--- config.mk ---
export PLATFORM = sky130hd
export DESIGN_NAME = inst_enc_loader_flat
export DESIGN_NICKNAME = d
export VERILOG_FILES = /design/src/rtl/isa_pkg.sv /design/src/rtl/inst_enc_loader_if.sv /design/src/rtl/inst_fifo.sv /design/src/rtl/inst_enc_loader.sv /design/src/flat_wrapper.sv
export SDC_FILE = /design/constraint.sdc
export NUM_CORES = 1
export LEC_CHECK = 0
export CAP_MARGIN = 20
export CORE_UTILIZATION = 53
export CTS_CLUSTER_DIAMETER = 40
export DETAILED_ROUTE_END_ITERATION = 8
export PLACE_DENSITY = 0.79
export SYNTH_ARGS = -nofsm -noshare
export SYNTH_HDL_FRONTEND = slang
export SYNTH_SLANG_ARGS = --single-unit
--- constraint.sdc ---
create_clock -name i_clk -period 5.57 [get_ports i_clk]
set_input_delay 1.671 -clock i_clk [delete_from_list [all_inputs] [get_ports i_clk]]
set_output_delay 1.671 -clock i_clk [all_outputs]
set_load 0.01 [all_outputs]
--- src/rtl/isa_pkg.sv ---
// ISA constants shared by the instruction encoder/loader: formats, opcode maps,
// legality rules and loader session states.
package isa_pkg;

  typedef enum logic {
    FMT_REG = 1'b0,
    FMT_IMM = 1'b1
  } fmt_e;

  localparam logic [8:0] OP_NOP      = 9'd0;
  localparam logic [8:0] OP_ADD      = 9'd1;
  localparam logic [8:0] OP_AND      = 9'd2;
  localparam logic [8:0] OP_SUB      = 9'd3;
  localparam logic [8:0] OP_OR       = 9'd4;
  localparam logic [8:0] OP_XOR      = 9'd5;
  localparam logic [8:0] OP_MOVE     = 9'd6;
  localparam logic [8:0] OP_NOT      = 9'd8;
  localparam logic [8:0] OP_SAR      = 9'd9;
  localparam logic [8:0] OP_SLR      = 9'd10;
  localparam logic [8:0] OP_SAL      = 9'd11;
  localparam logic [8:0] OP_SLL      = 9'd12;
  localparam logic [8:0] OP_ROL      = 9'd13;
  localparam logic [8:0] OP_ROR      = 9'd14;
  localparam logic [8:0] OP_INC      = 9'd15;
  localparam logic [8:0] OP_DEC      = 9'd16;
  localparam logic [8:0] OP_SHOWR    = 9'd18;
  localparam logic [8:0] OP_SHOWRSEG = 9'd19;
  localparam logic [8:0] OP_CMP      = 9'd20;

  localparam logic [3:0] OP4_JMP_LO = 4'd0;
  localparam logic [3:0] OP4_JMP_HI = 4'd5;
  localparam logic [3:0] OP4_LI     = 4'd6;
  localparam logic [3:0] OP4_LM     = 4'd7;
  localparam logic [3:0] OP4_ST     = 4'd8;
  localparam logic [3:0] OP4_LDIP   = 4'd9;

  typedef enum logic [1:0] {
    ST_IDLE  = 2'd0,
    ST_LOAD  = 2'd1,
    ST_FLUSH = 2'd2
  } ld_state_e;

  // Codes 7 and 17 are holes in the ALU map; everything above CMP is unassigned.
  function automatic logic alu_op_legal(input logic [8:0] op);
    return (op <= OP_MOVE) ||
           ((op >= OP_NOT) && (op <= OP_DEC)) ||
           ((op >= OP_SHOWR) && (op <= OP_CMP));
  endfunction

  function automatic logic op4_legal(input logic [3:0] op4);
    return op4 <= OP4_LDIP;
  endfunction

  function automatic logic [15:0] encode(input fmt_e fmt, input logic [8:0] op,
                                         input logic [2:0] ra, input logic [2:0] rb,
                                         input logic [7:0] imm);
    if (fmt == FMT_IMM) return {1'b1, op[3:0], ra, imm};
    else                return {1'b0, op, ra, rb};
  endfunction

endpackage

--- src/rtl/inst_enc_loader_if.sv ---
// Host-side field handshake and instruction-memory write port of the loader.
interface inst_enc_loader_if #(
  parameter int AW = 8
);
  logic          i_start;
  logic [AW-1:0] i_base;
  logic          i_valid;
  logic          o_ready;
  logic          i_fmt;
  logic [8:0]    i_op;
  logic [2:0]    i_ra;
  logic [2:0]    i_rb;
  logic [7:0]    i_imm;
  logic          i_last;
  logic          i_mem_ready;
  logic          o_wr_en;
  logic [AW-1:0] o_wr_addr;
  logic [15:0]   o_wr_data;
  logic          o_done;
  logic [AW:0]   o_count;
  logic          o_err;
  logic          o_wrap;

  modport slave (
    input  i_start, i_base, i_valid, i_fmt, i_op, i_ra, i_rb, i_imm, i_last, i_mem_ready,
    output o_ready, o_wr_en, o_wr_addr, o_wr_data, o_done, o_count, o_err, o_wrap
  );

  modport master (
    output i_start, i_base, i_valid, i_fmt, i_op, i_ra, i_rb, i_imm, i_last, i_mem_ready,
    input  o_ready, o_wr_en, o_wr_addr, o_wr_data, o_done, o_count, o_err, o_wrap
  );
endinterface

--- src/rtl/inst_fifo.sv ---
// Synchronous first-word-fall-through FIFO for encoded instruction words.
module inst_fifo #(
  parameter int DEPTH = 4,
  parameter int WIDTH = 16
) (
  input  logic             clk,
  input  logic             rst_n,
  input  logic             push,
  input  logic [WIDTH-1:0] din,
  input  logic             pop,
  output logic [WIDTH-1:0] dout,
  output logic             full,
  output logic             empty
);
  localparam int PW = $clog2(DEPTH);

  logic [WIDTH-1:0] mem [DEPTH];
  logic [PW-1:0]    wptr;
  logic [PW-1:0]    rptr;
  logic [PW:0]      cnt;
  logic             wr;
  logic             rd;

  assign wr    = push && !full;
  assign rd    = pop && !empty;
  assign full  = (cnt == (PW+1)'(DEPTH));
  assign empty = (cnt == '0);
  assign dout  = mem[rptr];

  always_ff @(posedge clk) begin
    if (wr) mem[wptr] <= din;
  end

  // Pointers wrap naturally because DEPTH is a power of two.
  always_ff @(posedge clk or negedge rst_n) begin
    if (!rst_n) begin
      wptr <= '0;
      rptr <= '0;
      cnt  <= '0;
    end else begin
      if (wr) wptr <= wptr + 1'b1;
      if (rd) rptr <= rptr + 1'b1;
      case ({wr, rd})
        2'b10:   cnt <= cnt + 1'b1;
        2'b01:   cnt <= cnt - 1'b1;
        default: cnt <= cnt;
      endcase
    end
  end

endmodule

--- src/rtl/inst_enc_loader.sv ---
// Encodes instruction fields into 16-bit ISA words, drops illegal ones and
// streams the rest into instruction memory from a programmable base address.
module inst_enc_loader
  import isa_pkg::*;
#(
  parameter int FIFO_DEPTH = 4,
  parameter int AW         = 8
) (
  input  logic              i_clk,
  input  logic              i_rst_n,
  inst_enc_loader_if.slave  bus
);
  localparam logic [AW:0] COUNT_MAX = {1'b1, {AW{1'b0}}};

  ld_state_e   state;
  ld_state_e   state_d;
  logic        ready;
  logic        done;
  logic        accept;
  logic        legal;
  logic [15:0] word;
  logic        push;
  logic        pop;
  logic        full;
  logic        empty;
  logic [15:0] fifo_dout;

  logic [AW-1:0] addr;
  logic [AW-1:0] wr_addr;
  logic [15:0]   wr_data;
  logic          wr_en;
  logic [AW:0]   count;
  logic          err;
  logic          wrap;

  always_comb begin
    legal = (bus.i_fmt == FMT_IMM) ? op4_legal(bus.i_op[3:0]) : alu_op_legal(bus.i_op);
    word  = encode(fmt_e'(bus.i_fmt), bus.i_op, bus.i_ra, bus.i_rb, bus.i_imm);
  end

  assign accept = bus.i_valid && ready;
  assign push   = accept && legal;
  assign pop    = !empty && bus.i_mem_ready && (state != ST_IDLE);

  inst_fifo #(
    .DEPTH (FIFO_DEPTH),
    .WIDTH (16)
  ) u_fifo (
    .clk   (i_clk),
    .rst_n (i_rst_n),
    .push  (push),
    .din   (word),
    .pop   (pop),
    .dout  (fifo_dout),
    .full  (full),
    .empty (empty)
  );

  always_ff @(posedge i_clk or negedge i_rst_n) begin
    if (!i_rst_n) state <= ST_IDLE;
    else          state <= state_d;
  end

  // Ready looks only at the registered fill level, so a same-cycle pop never
  // reopens a full FIFO.
  always_comb begin
    state_d = state;
    ready   = 1'b0;
    done    = 1'b0;
    case (state)
      ST_IDLE: begin
        if (bus.i_start) state_d = ST_LOAD;
      end
      ST_LOAD: begin
        ready = !full;
        if (accept && bus.i_last) state_d = ST_FLUSH;
      end
      ST_FLUSH: begin
        if (empty && !wr_en) begin
          done    = 1'b1;
          state_d = ST_IDLE;
        end
      end
      default: state_d = ST_IDLE;
    endcase
  end

  always_ff @(posedge i_clk or negedge i_rst_n) begin
    if (!i_rst_n) begin
      addr    <= '0;
      wr_addr <= '0;
      wr_data <= '0;
      wr_en   <= 1'b0;
      count   <= '0;
      err     <= 1'b0;
      wrap    <= 1'b0;
    end else begin
      wr_en <= pop;
      if (state == ST_IDLE && bus.i_start) begin
        addr  <= bus.i_base;
        count <= '0;
        err   <= 1'b0;
        wrap  <= 1'b0;
      end
      if (pop) begin
        wr_data <= fifo_dout;
        wr_addr <= addr;
        addr    <= addr + 1'b1;
        if (addr == '1) wrap <= 1'b1;
        if (count != COUNT_MAX) count <= count + 1'b1;
      end
      if (accept && !legal) err <= 1'b1;
    end
  end

  assign bus.o_ready   = ready;
  assign bus.o_done    = done;
  assign bus.o_wr_en   = wr_en;
  assign bus.o_wr_addr = wr_addr;
  assign bus.o_wr_data = wr_data;
  assign bus.o_count   = count;
  assign bus.o_err     = err;
  assign bus.o_wrap    = wrap;

endmodule
--- src/flat_wrapper.sv ---
// flat-port wrapper written by rule: the top's interface ports become plain ports
module inst_enc_loader_flat import isa_pkg::*;
#(
  parameter int FIFO_DEPTH = 4,
  parameter int AW         = 8
)
  (i_clk, i_rst_n, bus_i_start, bus_i_base, bus_i_valid, bus_i_fmt, bus_i_op, bus_i_ra, bus_i_rb, bus_i_imm, bus_i_last, bus_i_mem_ready, bus_o_ready, bus_o_wr_en, bus_o_wr_addr, bus_o_wr_data, bus_o_done, bus_o_count, bus_o_err, bus_o_wrap);
  inst_enc_loader_if #(.AW(AW)) bus_i ();
  input  logic i_clk;
  input  logic i_rst_n;
  input wire logic [$bits(bus_i.i_start)-1:0] bus_i_start;
  input wire logic [$bits(bus_i.i_base)-1:0] bus_i_base;
  input wire logic [$bits(bus_i.i_valid)-1:0] bus_i_valid;
  input wire logic [$bits(bus_i.i_fmt)-1:0] bus_i_fmt;
  input wire logic [$bits(bus_i.i_op)-1:0] bus_i_op;
  input wire logic [$bits(bus_i.i_ra)-1:0] bus_i_ra;
  input wire logic [$bits(bus_i.i_rb)-1:0] bus_i_rb;
  input wire logic [$bits(bus_i.i_imm)-1:0] bus_i_imm;
  input wire logic [$bits(bus_i.i_last)-1:0] bus_i_last;
  input wire logic [$bits(bus_i.i_mem_ready)-1:0] bus_i_mem_ready;
  output wire logic [$bits(bus_i.o_ready)-1:0] bus_o_ready;
  output wire logic [$bits(bus_i.o_wr_en)-1:0] bus_o_wr_en;
  output wire logic [$bits(bus_i.o_wr_addr)-1:0] bus_o_wr_addr;
  output wire logic [$bits(bus_i.o_wr_data)-1:0] bus_o_wr_data;
  output wire logic [$bits(bus_i.o_done)-1:0] bus_o_done;
  output wire logic [$bits(bus_i.o_count)-1:0] bus_o_count;
  output wire logic [$bits(bus_i.o_err)-1:0] bus_o_err;
  output wire logic [$bits(bus_i.o_wrap)-1:0] bus_o_wrap;
  assign bus_i.i_start = bus_i_start;
  assign bus_i.i_base = bus_i_base;
  assign bus_i.i_valid = bus_i_valid;
  assign bus_i.i_fmt = bus_i_fmt;
  assign bus_i.i_op = bus_i_op;
  assign bus_i.i_ra = bus_i_ra;
  assign bus_i.i_rb = bus_i_rb;
  assign bus_i.i_imm = bus_i_imm;
  assign bus_i.i_last = bus_i_last;
  assign bus_i.i_mem_ready = bus_i_mem_ready;
  assign bus_o_ready = bus_i.o_ready;
  assign bus_o_wr_en = bus_i.o_wr_en;
  assign bus_o_wr_addr = bus_i.o_wr_addr;
  assign bus_o_wr_data = bus_i.o_wr_data;
  assign bus_o_done = bus_i.o_done;
  assign bus_o_count = bus_i.o_count;
  assign bus_o_err = bus_i.o_err;
  assign bus_o_wrap = bus_i.o_wrap;
  inst_enc_loader #(.FIFO_DEPTH(FIFO_DEPTH), .AW(AW)) u_core (.i_clk(i_clk), .i_rst_n(i_rst_n), .bus(bus_i));
endmodule
==> impl_metrics.yaml, run 1 <==
synthesis:
  yosysSeqAreaShare: 0.651
  synth_edf_count: 64
  ys_warn_count: 0
  synthSimpleGateAreaFrac: 0.116
  synthAdderAreaFrac: 0.0241
  synthDistinctLibCells: 44
  synthCells: 367
  synthFlopType: "edfxtp_1"
  synthMuxAreaShare: 0.110
  synth_fp_nets: 414
  synth_compound_area_frac: 0.0582
  synth_seq_cells: 117
  syn_area_per_cell_um2: 13.6
  synthArstFlopShare: 0.453
  synth_top_family_by_area: "simple AND/OR/NAND/NOR gates"
  synthesis.area_um2: 4990
  synth_xor_area_frac: 0.0140
global_route:
  antenna_found_initial: 0
  grtUsageTotal: 0.225
  grt_pass1_wl_um: 16300
  grt_overflow: 0
  grt_start_max_net_pins: 54
  first_global_vias: 3237
timing:
  clock_skew_ns: 0.00876
  period_share: 0.726
  fmax_mhz: 247
  slew_headroom: 0.439
  finalSetupViolCount: 0
  worst_pin_slew_ns: 0.841
  slew_violations: 0
  rsz0062_at_grt: "no"
  final_hold_viol_count: 0
  fin_tns_setup_ns: 0
  finalCriticalPeriod_ns: 4.04
worst_setup_path:
  path_cells: "clkdlybuf4s50_1 > inv_1 > o41ai_1 > nand4_1 > nor2_2 > and2_1"
  crit_required_ns: 5.71
  critPathArrivalTime_ns: 4.18
  worstReg2RegStart: "u_core.state[0]$_DFFE_PN0P_"
  crit_path_start_kind: "input pin"
  crit_path_start: "bus_i_fmt"
  crit_fanout: 16
  crit_type: "in -> reg"
  critPathMaxStageDelay_ns: 0.89
  r2r_slack_ns: 3.13
  cp_slowest_cell: "clkdlybuf4s50_1"
  cp-end-kind: "flop"
clock_network:
  ctsHoldBuffers: 0
  ctsHtreeMaxLevel: 4
  clk-insertion-delay-late_ns: 0.52
  cts_tree: "done"
  cts_max_path_buffers: 2
  post_cts_resized: 0
  clkSinkCount: 117
  cts_buffers: 17
  postCtsSetupBuffers: 0
  path_clk_slew_ns: 0.06
  cts-root-buf: "clkbuf_8"
routing:
  vias_per_cell: 5.58
  drc: 0
  dr_total_vias: 3207
  wl_per_cell_um: 17.6
  drt_pre_antenna_iters: 4
  drt_iter0_drc: 230
  wl_um: 10100
  drtAntennaViolNets: 0
run:
  maxCapViolations: 0
power_and_ir_drop:
  leakagePower_nw: 2.53
  vdd_drop_max_uv: 306
  power.density_nw_per_um2: 511
outcome:
  status: "completed"
finish:
  num_antenna_cells: 0
  nFillCells: 637
  areaGrowthSynthToFinish_pct: 28.4
  final_common_cell: "nand2_1"
  drive_gt1_frac: 0.159
  multi_input_area_um2: 1610
  final_nets: 498
  register_area_um2: 3250
  final_cell_mix: "nand2_1 (84), clkdlybuf4s50_1 (74), edfxtp_1 (64), dfrtp_1 (53)"
  final_util: 0.696
place:
  numPortBuffers: 75
  hpwl_um: 6610
  gp_congestion: 0.780
die:
  core_um2: 9200
  die_x_um: 99.0
  pin_count: 76
  die-area_um2: 9800
  fp-row-count: 35
  start_util: 0.542
  die_y_um: 99.0
hold_path:
  hp-start: "u_core.bus.o_wr_data[13]$_DFFE_PN0P_"
  hp-class: "reg -> reg"
==> registers in the layout, indices dropped and copies added (netlist names) <==
name	count
u_core.addr	8
u_core.bus.o_count	9
u_core.bus.o_err	1
u_core.bus.o_wr_addr	8
u_core.bus.o_wr_data	16
u_core.bus.o_wr_en	1
u_core.bus.o_wrap	1
u_core.state	2
u_core.u_fifo.cnt	3
u_core.u_fifo.mem	64
u_core.u_fifo.rptr	2
u_core.u_fifo.wptr	2
==> power by group <==
part	internal [mW]	total [mW]	switching, mW	leakage (nW)
Sequential	1.11	1.28	0.171	1.24
Combinational	0.520	1.00	0.484	1.04
Clock	0.590	0.986	0.396	0.250
Total	2.22	3.27	1.05	2.53
==> through the flow <==
stage / cells / hold slack (ns) / instance area, um2 / setup WS, ns / total power, mW
after floorplan: 367 / 0.457 / 4990 / 2.17 / 1.88
after global placement: 542 / 0.461 / 5830 / 1.14 / 2.24
after detailed placement: 542 / 0.462 / 5830 / 1.02 / 2.27
after CTS: 574 / 0.477 / 6380 / 1.50 / 3.26
after global routing: 575 / 0.491 / 6400 / 1.39 / 3.45
final: 575 / 0.474 / 6400 / 1.53 / 3.27
==> kinds of logic (layout without fill, tap and decap cells) <==
logic type | after synthesis | in the layout
AOI/OAI and AO/OA | 38 | 38
xor gates and xnor gates | 8 | 8
adders and majority gates | 9 | 9
buffers and inverters | 30 | 127
DFF | 117 | 117
muxes | 33 | 33
and+or+nand+nor | 132 | 132
==> synthesized netlist by cell type, types with 2 or more instances <==
cell / n / share of area
nand2_1: 84 / 0.063
dfrtp_1: 53 / 0.27
buf_2: 7 / 0.0070
a22o_1: 3 / 0.0053
a311oi_1: 2 / 0.0035
mux4_2: 16 / 0.072
ha_1: 8 / 0.020
a221o_1: 3 / 0.0060
mux2_2: 16 / 0.036
and2_1: 6 / 0.0075
a21oi_1: 3 / 0.0030
nor2_1: 15 / 0.011
o211ai_1: 4 / 0.0060
nor3_1: 4 / 0.0040
edfxtp_1: 64 / 0.39
a22oi_1: 2 / 0.0030
clkbuf_1: 7 / 0.0053
nand3_1: 7 / 0.0070
o21ai_0: 9 / 0.0090
nor3b_1: 2 / 0.0030
nand4_1: 4 / 0.0050
xnor2_1: 5 / 0.0088
inv_1: 15 / 0.011
o31ai_1: 3 / 0.0045
nor2b_1: 2 / 0.0025
and3_1: 3 / 0.0038
xor2_1: 3 / 0.0053
==> routing by layer <==
layer / vias to the layer above / GRT usage / wire [um]
li1: 1496 / - / -
met1: 1577 / 0.288 / 4410
met2: 119 / 0.371 / 5010
met3: 15 / 0.0574 / 531
met4: 0 / 0.0896 / 152
met5: - / 0 / 0
==> final timing paths <==
kind | endpoint | cells after the start
min reg2reg | u_core.bus.o_wr_data[13]$_DFFE_PN0P_ | 2
max reg2reg | u_core.u_fifo.mem[1][4]$_DFFE_PP_ | 5
min in group asynchronous | u_core.bus.o_count[6]$_DFF_PN0_ | 2
min | u_core.bus.o_wr_data[13]$_DFFE_PN0P_ | 2
max | u_core.u_fifo.mem[1][4]$_DFFE_PP_ | 6
max in group asynchronous | u_core.bus.o_wr_data[11]$_DFFE_PN0P_ | 2
==> worst max-delay path, delay by kind of cell <==
family                 cells  cell delay [ns]
and+or+nand+nor            3             1.32
buffers and inverters      2             1.06
AOI/OAI and AO/OA          1             0.12
==> final cells by class <==
type                    instances  area share
flip-flops and latches        117       0.507
multi-input cells             220       0.251
repair buffers                 80       0.125
clock buffers                  17      0.0647
well taps                     111      0.0217
clock inverters                15      0.0213
inverters                      15     0.00879
Power figures use the tool's default switching activity.
==> run 2: changes to the inputs <==
==> constraint.sdc (replaced) <==
create_clock -name i_clk -period 4 [get_ports i_clk]
set_input_delay 1.2 -clock i_clk [delete_from_list [all_inputs] [get_ports i_clk]]
set_output_delay 1.2 -clock i_clk [all_outputs]
set_load 0.01 [all_outputs]
==> run 2 against run 1 <==
  * Combinational power grew 41%
  * Cell area grew 1.5%
  * Clock skew grew 0.012 ns
  * Largest power group unchanged
  * Sequential power grew 40%
  * Power grew 45%
  * Via count grew 2.4%
  * Core utilization grew 1.0 points
  * Highest routed layer unchanged
  * Worst hold slack lost 0.00054 ns
==> impl_metrics.yaml, run 2 (synthesis gave the netlist of run 1 again) <==
global_route:
  grt_start_max_net_pins: 38
  grt_pass1_wl_um: 16900
  grtUsageTotal: 0.232
  grt_overflow: 0
  antenna_found_initial: 0
  first_global_vias: 3379
finish:
  register_area_um2: 3250
  nFillCells: 609
  fin_cells: 580
  drive_gt1_frac: 0.171
  largest_reg_flops: 64
  multi_input_area_um2: 1610
  final_util: 0.707
  largest-register: "u_core.u_fifo.mem"
  design_area_um2: 6500
  final_cell_mix: "nand2_1 (84), clkdlybuf4s50_1 (74), edfxtp_1 (64), dfrtp_1 (53)"
  final_common_cell: "nand2_1"
  final_nets: 503
  num_antenna_cells: 0
  areaGrowthSynthToFinish_pct: 30.3
die:
  core_um2: 9200
  start_util: 0.542
  fp-row-count: 35
  die_y_um: 99.0
  die-area_um2: 9800
  die_x_um: 99.0
  pin_count: 76
timing:
  fmax_mhz: 298
  worst_hold_slack_ns: 0.473
  slew_headroom: 0.427
  clock_skew_ns: 0.0203
  slew_violations: 0
  rsz0062_at_grt: "no"
  period_share: 0.840
  fin_tns_setup_ns: 0
  finalCriticalPeriod_ns: 3.36
  final_hold_viol_count: 0
  finalSetupViolCount: 0
  finalWorstSetupSlack_ns: 0.641
  worst_pin_slew_ns: 0.860
place:
  place_ws_ns: 0.234
  hpwl_um: 6730
  numPortBuffers: 75
  gp_congestion: 0.790
  place_area_um2: 5860
  dp.cells: 547
routing:
  dr_total_vias: 3285
  drtAntennaViolNets: 0
  wl_um: 10200
  drt_pre_antenna_iters: 4
  vias_per_cell: 5.66
  drc: 0
  drt_iter0_drc: 186
  wl_per_cell_um: 17.7
worst_setup_path:
  crit_path_start: "u_core.u_fifo.cnt[0]$_DFFE_PN0P_"
  crit_path_start_kind: "flop"
  crit_required_ns: 2.80
  worstReg2RegStart: "u_core.state[0]$_DFFE_PN0P_"
  cp-end-kind: "output port"
  critPathArrivalTime_ns: 2.16
  crit_type: "reg -> out"
  crit_fanout: 3
clock_network:
  post_cts_resized: 0
  path_clk_slew_ns: 0.06
  cts_buffers: 17
  cts-root-buf: "clkbuf_8"
  ctsHoldBuffers: 0
  ctsHtreeMaxLevel: 4
  postCtsSetupBuffers: 0
  clk-insertion-delay-late_ns: 0.52
  cts_max_path_buffers: 2
  clkSinkCount: 117
  cts_tree: "done"
run:
  maxCapViolations: 0
power_and_ir_drop:
  p_total_mw: 4.74
  power.density_nw_per_um2: 730
  vdd_drop_max_uv: 307
  leakagePower_nw: 2.59
hold_path:
  hp-class: "reg -> reg"
  hp-start: "u_core.bus.o_wr_addr[0]$_DFFE_PN0P_"
outcome:
  status: "completed"
run 2: cell types whose count changed in the layout (fill, tap and decap cells not counted), sizes merged:
cell | before | now
clkinv | 8 | 1
inv | 15 | 22
buf | 6 | 11
bufinv | 1 | 3
clkinvlp | 6 | 4
run 2: final timing paths:
kind	to	slack (ns)	cells after the start
max in group asynchronous	u_core.bus.o_wrap$_DFF_PN0_	2.44	2
setup / recovery	bus_o_done	0.64	3
hold reg to reg	u_core.bus.o_wr_addr[0]$_DFFE_PN0P_	0.47	2
min in group asynchronous	u_core.bus.o_count[7]$_DFF_PN0_	0.79	1
setup reg to reg	u_core.u_fifo.cnt[2]$_DFFE_PN0P_	1.61	11
hold / removal	u_core.bus.o_wr_addr[0]$_DFFE_PN0P_	0.47	2
run 2: power breakdown:
part           total [mW]  internal, mW  switching, mW  leakage (nW)
logic                1.41         0.730          0.675          1.06
clock network        1.55         0.965          0.585         0.285
registers            1.79          1.54          0.244          1.24
total                4.74          3.24           1.50          2.59
run 2: final cells by class:
class                      count  area share
inverter                      15     0.00866
clock buffer                  17      0.0637
clock inverter                15      0.0296
multi-input combinational    220       0.247
tap                          111      0.0214
timing repair buffer          85       0.129
sequential                   117       0.500
run 2: critical path, cell delays in order (launching register included):
cell             delay, ns
dfrtp_1               0.40
or3_1                 0.44
nor3_1                0.23
clkdlybuf4s50_1       0.58
run 2: routing by layer:
metal	vias up	track usage	share of wire
met5	-	0	0
met4	0	0.0896	0.010
met3	13	0.0631	0.060
met2	132	0.379	0.49
met1	1630	0.297	0.44
li1	1510	-	-
==> run 3: changes to the inputs <==
==> constraint.sdc (replaced) <==
create_clock -name i_clk -period 3.19 [get_ports i_clk]
set_input_delay 0.957 -clock i_clk [delete_from_list [all_inputs] [get_ports i_clk]]
set_output_delay 0.957 -clock i_clk [all_outputs]
set_load 0.01 [all_outputs]
==> run 3 against run 2 <==
  * Power is 26% higher
  * Sequential power grew 25%
  * Critical path type unchanged
  * Highest routed layer unchanged
  * Critical path depth did not move
==> impl_metrics.yaml, run 3 (synthesis gave the netlist of run 1 again) <==
outcome:
  status: "completed"
clock_network:
  path_clk_slew_ns: 0.06
  cts_tree: "done"
  clkSinkCount: 117
  clk-insertion-delay-late_ns: 0.52
  post_cts_resized: 0
  ctsHtreeMaxLevel: 4
  cts_max_path_buffers: 2
  cts-root-buf: "clkbuf_8"
  ctsHoldBuffers: 0
  cts_buffers: 17
  postCtsSetupBuffers: 0
timing:
  finalCriticalPeriod_ns: 3.11
  fin_tns_setup_ns: 0
  worst_pin_slew_ns: 0.814
  finalWorstSetupSlack_ns: 0.0759
  slew_violations: 0
  clock_skew_ns: 0.00549
  finalSetupViolCount: 0
  rsz0062_at_grt: "no"
  fmax_mhz: 321
  final_hold_viol_count: 0
  slew_headroom: 0.458
  period_share: 0.976
finish:
  drive_gt1_frac: 0.180
  final_cell_mix: "nand2_1 (84), clkdlybuf4s50_1 (74), edfxtp_1 (64), dfrtp_1 (53)"
  areaGrowthSynthToFinish_pct: 32.1
  final_nets: 511
  largest_reg_flops: 64
  largest-register: "u_core.u_fifo.mem"
  final_common_cell: "nand2_1"
  num_antenna_cells: 0
power_and_ir_drop:
  power_frac_clock: 0.322
  power_frac_seq: 0.374
  pwr-share-comb: 0.304
  vdd_drop_max_uv: 497
  leakagePower_nw: 2.63
  p_int_mw: 4.12
  power.density_nw_per_um2: 903
  p_sw_mw: 1.83
  swShare: 0.308
global_route:
  grt_start_max_net_pins: 28
  grt_overflow: 0
  first_global_vias: 3462
  grtUsageTotal: 0.249
  grt_pass1_wl_um: 17900
  antenna_found_initial: 0
routing:
  drc: 0
  wl_um: 10800
  drt_iter0_drc: 211
  dr_total_vias: 3333
  vias_per_cell: 5.67
  wl_per_cell_um: 18.4
  drt_pre_antenna_iters: 5
  drtAntennaViolNets: 0
die:
  die-area_um2: 9800
  fp-row-count: 35
  start_util: 0.542
  die_x_um: 99.0
  pin_count: 76
  die_y_um: 99.0
  core_um2: 9200
place:
  place_ws_ns: 0.0275
  numPortBuffers: 75
  gp_congestion: 0.790
  hpwl_um: 7120
hold_path:
  hp-class: "in -> async"
run:
  maxCapViolations: 0
worst_setup_path:
  crit_required_ns: 2.23
  crit_fanout: 3
  crit_type: "reg -> out"
  crit_path_start_kind: "flop"
  critPathArrivalTime_ns: 2.16
  r2r_cells: 11
  r2r_slack_ns: 0.91
  cp-end-kind: "output port"
  r2r-end: "u_core.u_fifo.cnt[2]$_DFFE_PN0P_"
  worstReg2RegStart: "u_core.state[0]$_DFFE_PN0P_"
-- run 3: changes by cell type in the layout (fill, tap and decap cells not counted), sizes merged --
cell | previous run | this run
buf | 11 | 19
clkinv | 1 | 4
bufinv | 3 | 4
clkbuf | 17 | 19
inv | 22 | 16
-- run 3: power groups by stage --
stage               Combinational, mW  Clock, mW  Sequential [mW]
floorplan                        1.05          0             2.22
global placement                 1.74          0             2.22
detailed placement               1.78          0             2.25
CTS                              1.83       1.94             2.22
global route                     2.01       2.03             2.27
finish                           1.81       1.92             2.23
-- run 3: worst max-delay path, cell delays in order (launching register included) --
cell             delay [ns]
dfrtp_1                0.41
or3_1                  0.47
nor3_2                 0.20
clkdlybuf4s50_1        0.56
-- run 3: area by class of cell --
type	instances	area, um2
repair buffers	93	931
flip-flops and latches	117	3250
clock inverters	13	181
clock buffers	19	422
multi-input cells	220	1610
inverters	15	56.3
well taps	111	139
fillers	616	2610
-- run 3: metal layers --
layer	GRT usage	routed length, um	vias to the layer above	share of wire
li1	-	-	1526	-
met1	0.308	4510	1657	0.42
met2	0.409	5390	128	0.50
met3	0.0716	645	22	0.060
met4	0.116	256	0	0.024
met5	0	0	-	0
-- run 3: worst max-delay path by stage --
| stage | from | end | slack, ns |
|---|---|---|---|
| 5_1_grt | u_core.u_fifo.cnt[0]$_DFFE_PN0P_ | bus_o_ready | 0.02 |
| 3_3_place_gp | bus_i_op[8] | u_core.u_fifo.cnt[2]$_DFFE_PN0P_ | 0.1 |
| 3_5_place_dp | bus_i_op[0] | u_core.u_fifo.cnt[2]$_DFFE_PN0P_ | 0.03 |
| 6_report | u_core.u_fifo.cnt[0]$_DFFE_PN0P_ | bus_o_done | 0.08 |
| 4_1_cts | u_core.u_fifo.cnt[0]$_DFFE_PN0P_ | bus_o_done | 0.02 |
| 2_1_floorplan | bus_i_fmt | u_core.u_fifo.cnt[2]$_DFFE_PN0P_ | 0.51 |
-- run 3: stage by stage --
stage          cells  area, um2   util  hold slack (ns)  power (mW)
2_1_floorplan    367       4990      -            0.457        3.28
3_3_place_gp     556       5980  0.650            0.458        3.96
3_5_place_dp     556       5980  0.650            0.462        4.03
4_1_cts          588       6590  0.716            0.308        5.99
5_1_grt          588       6590  0.717            0.325        6.30
6_report         588       6590  0.717            0.316        5.95
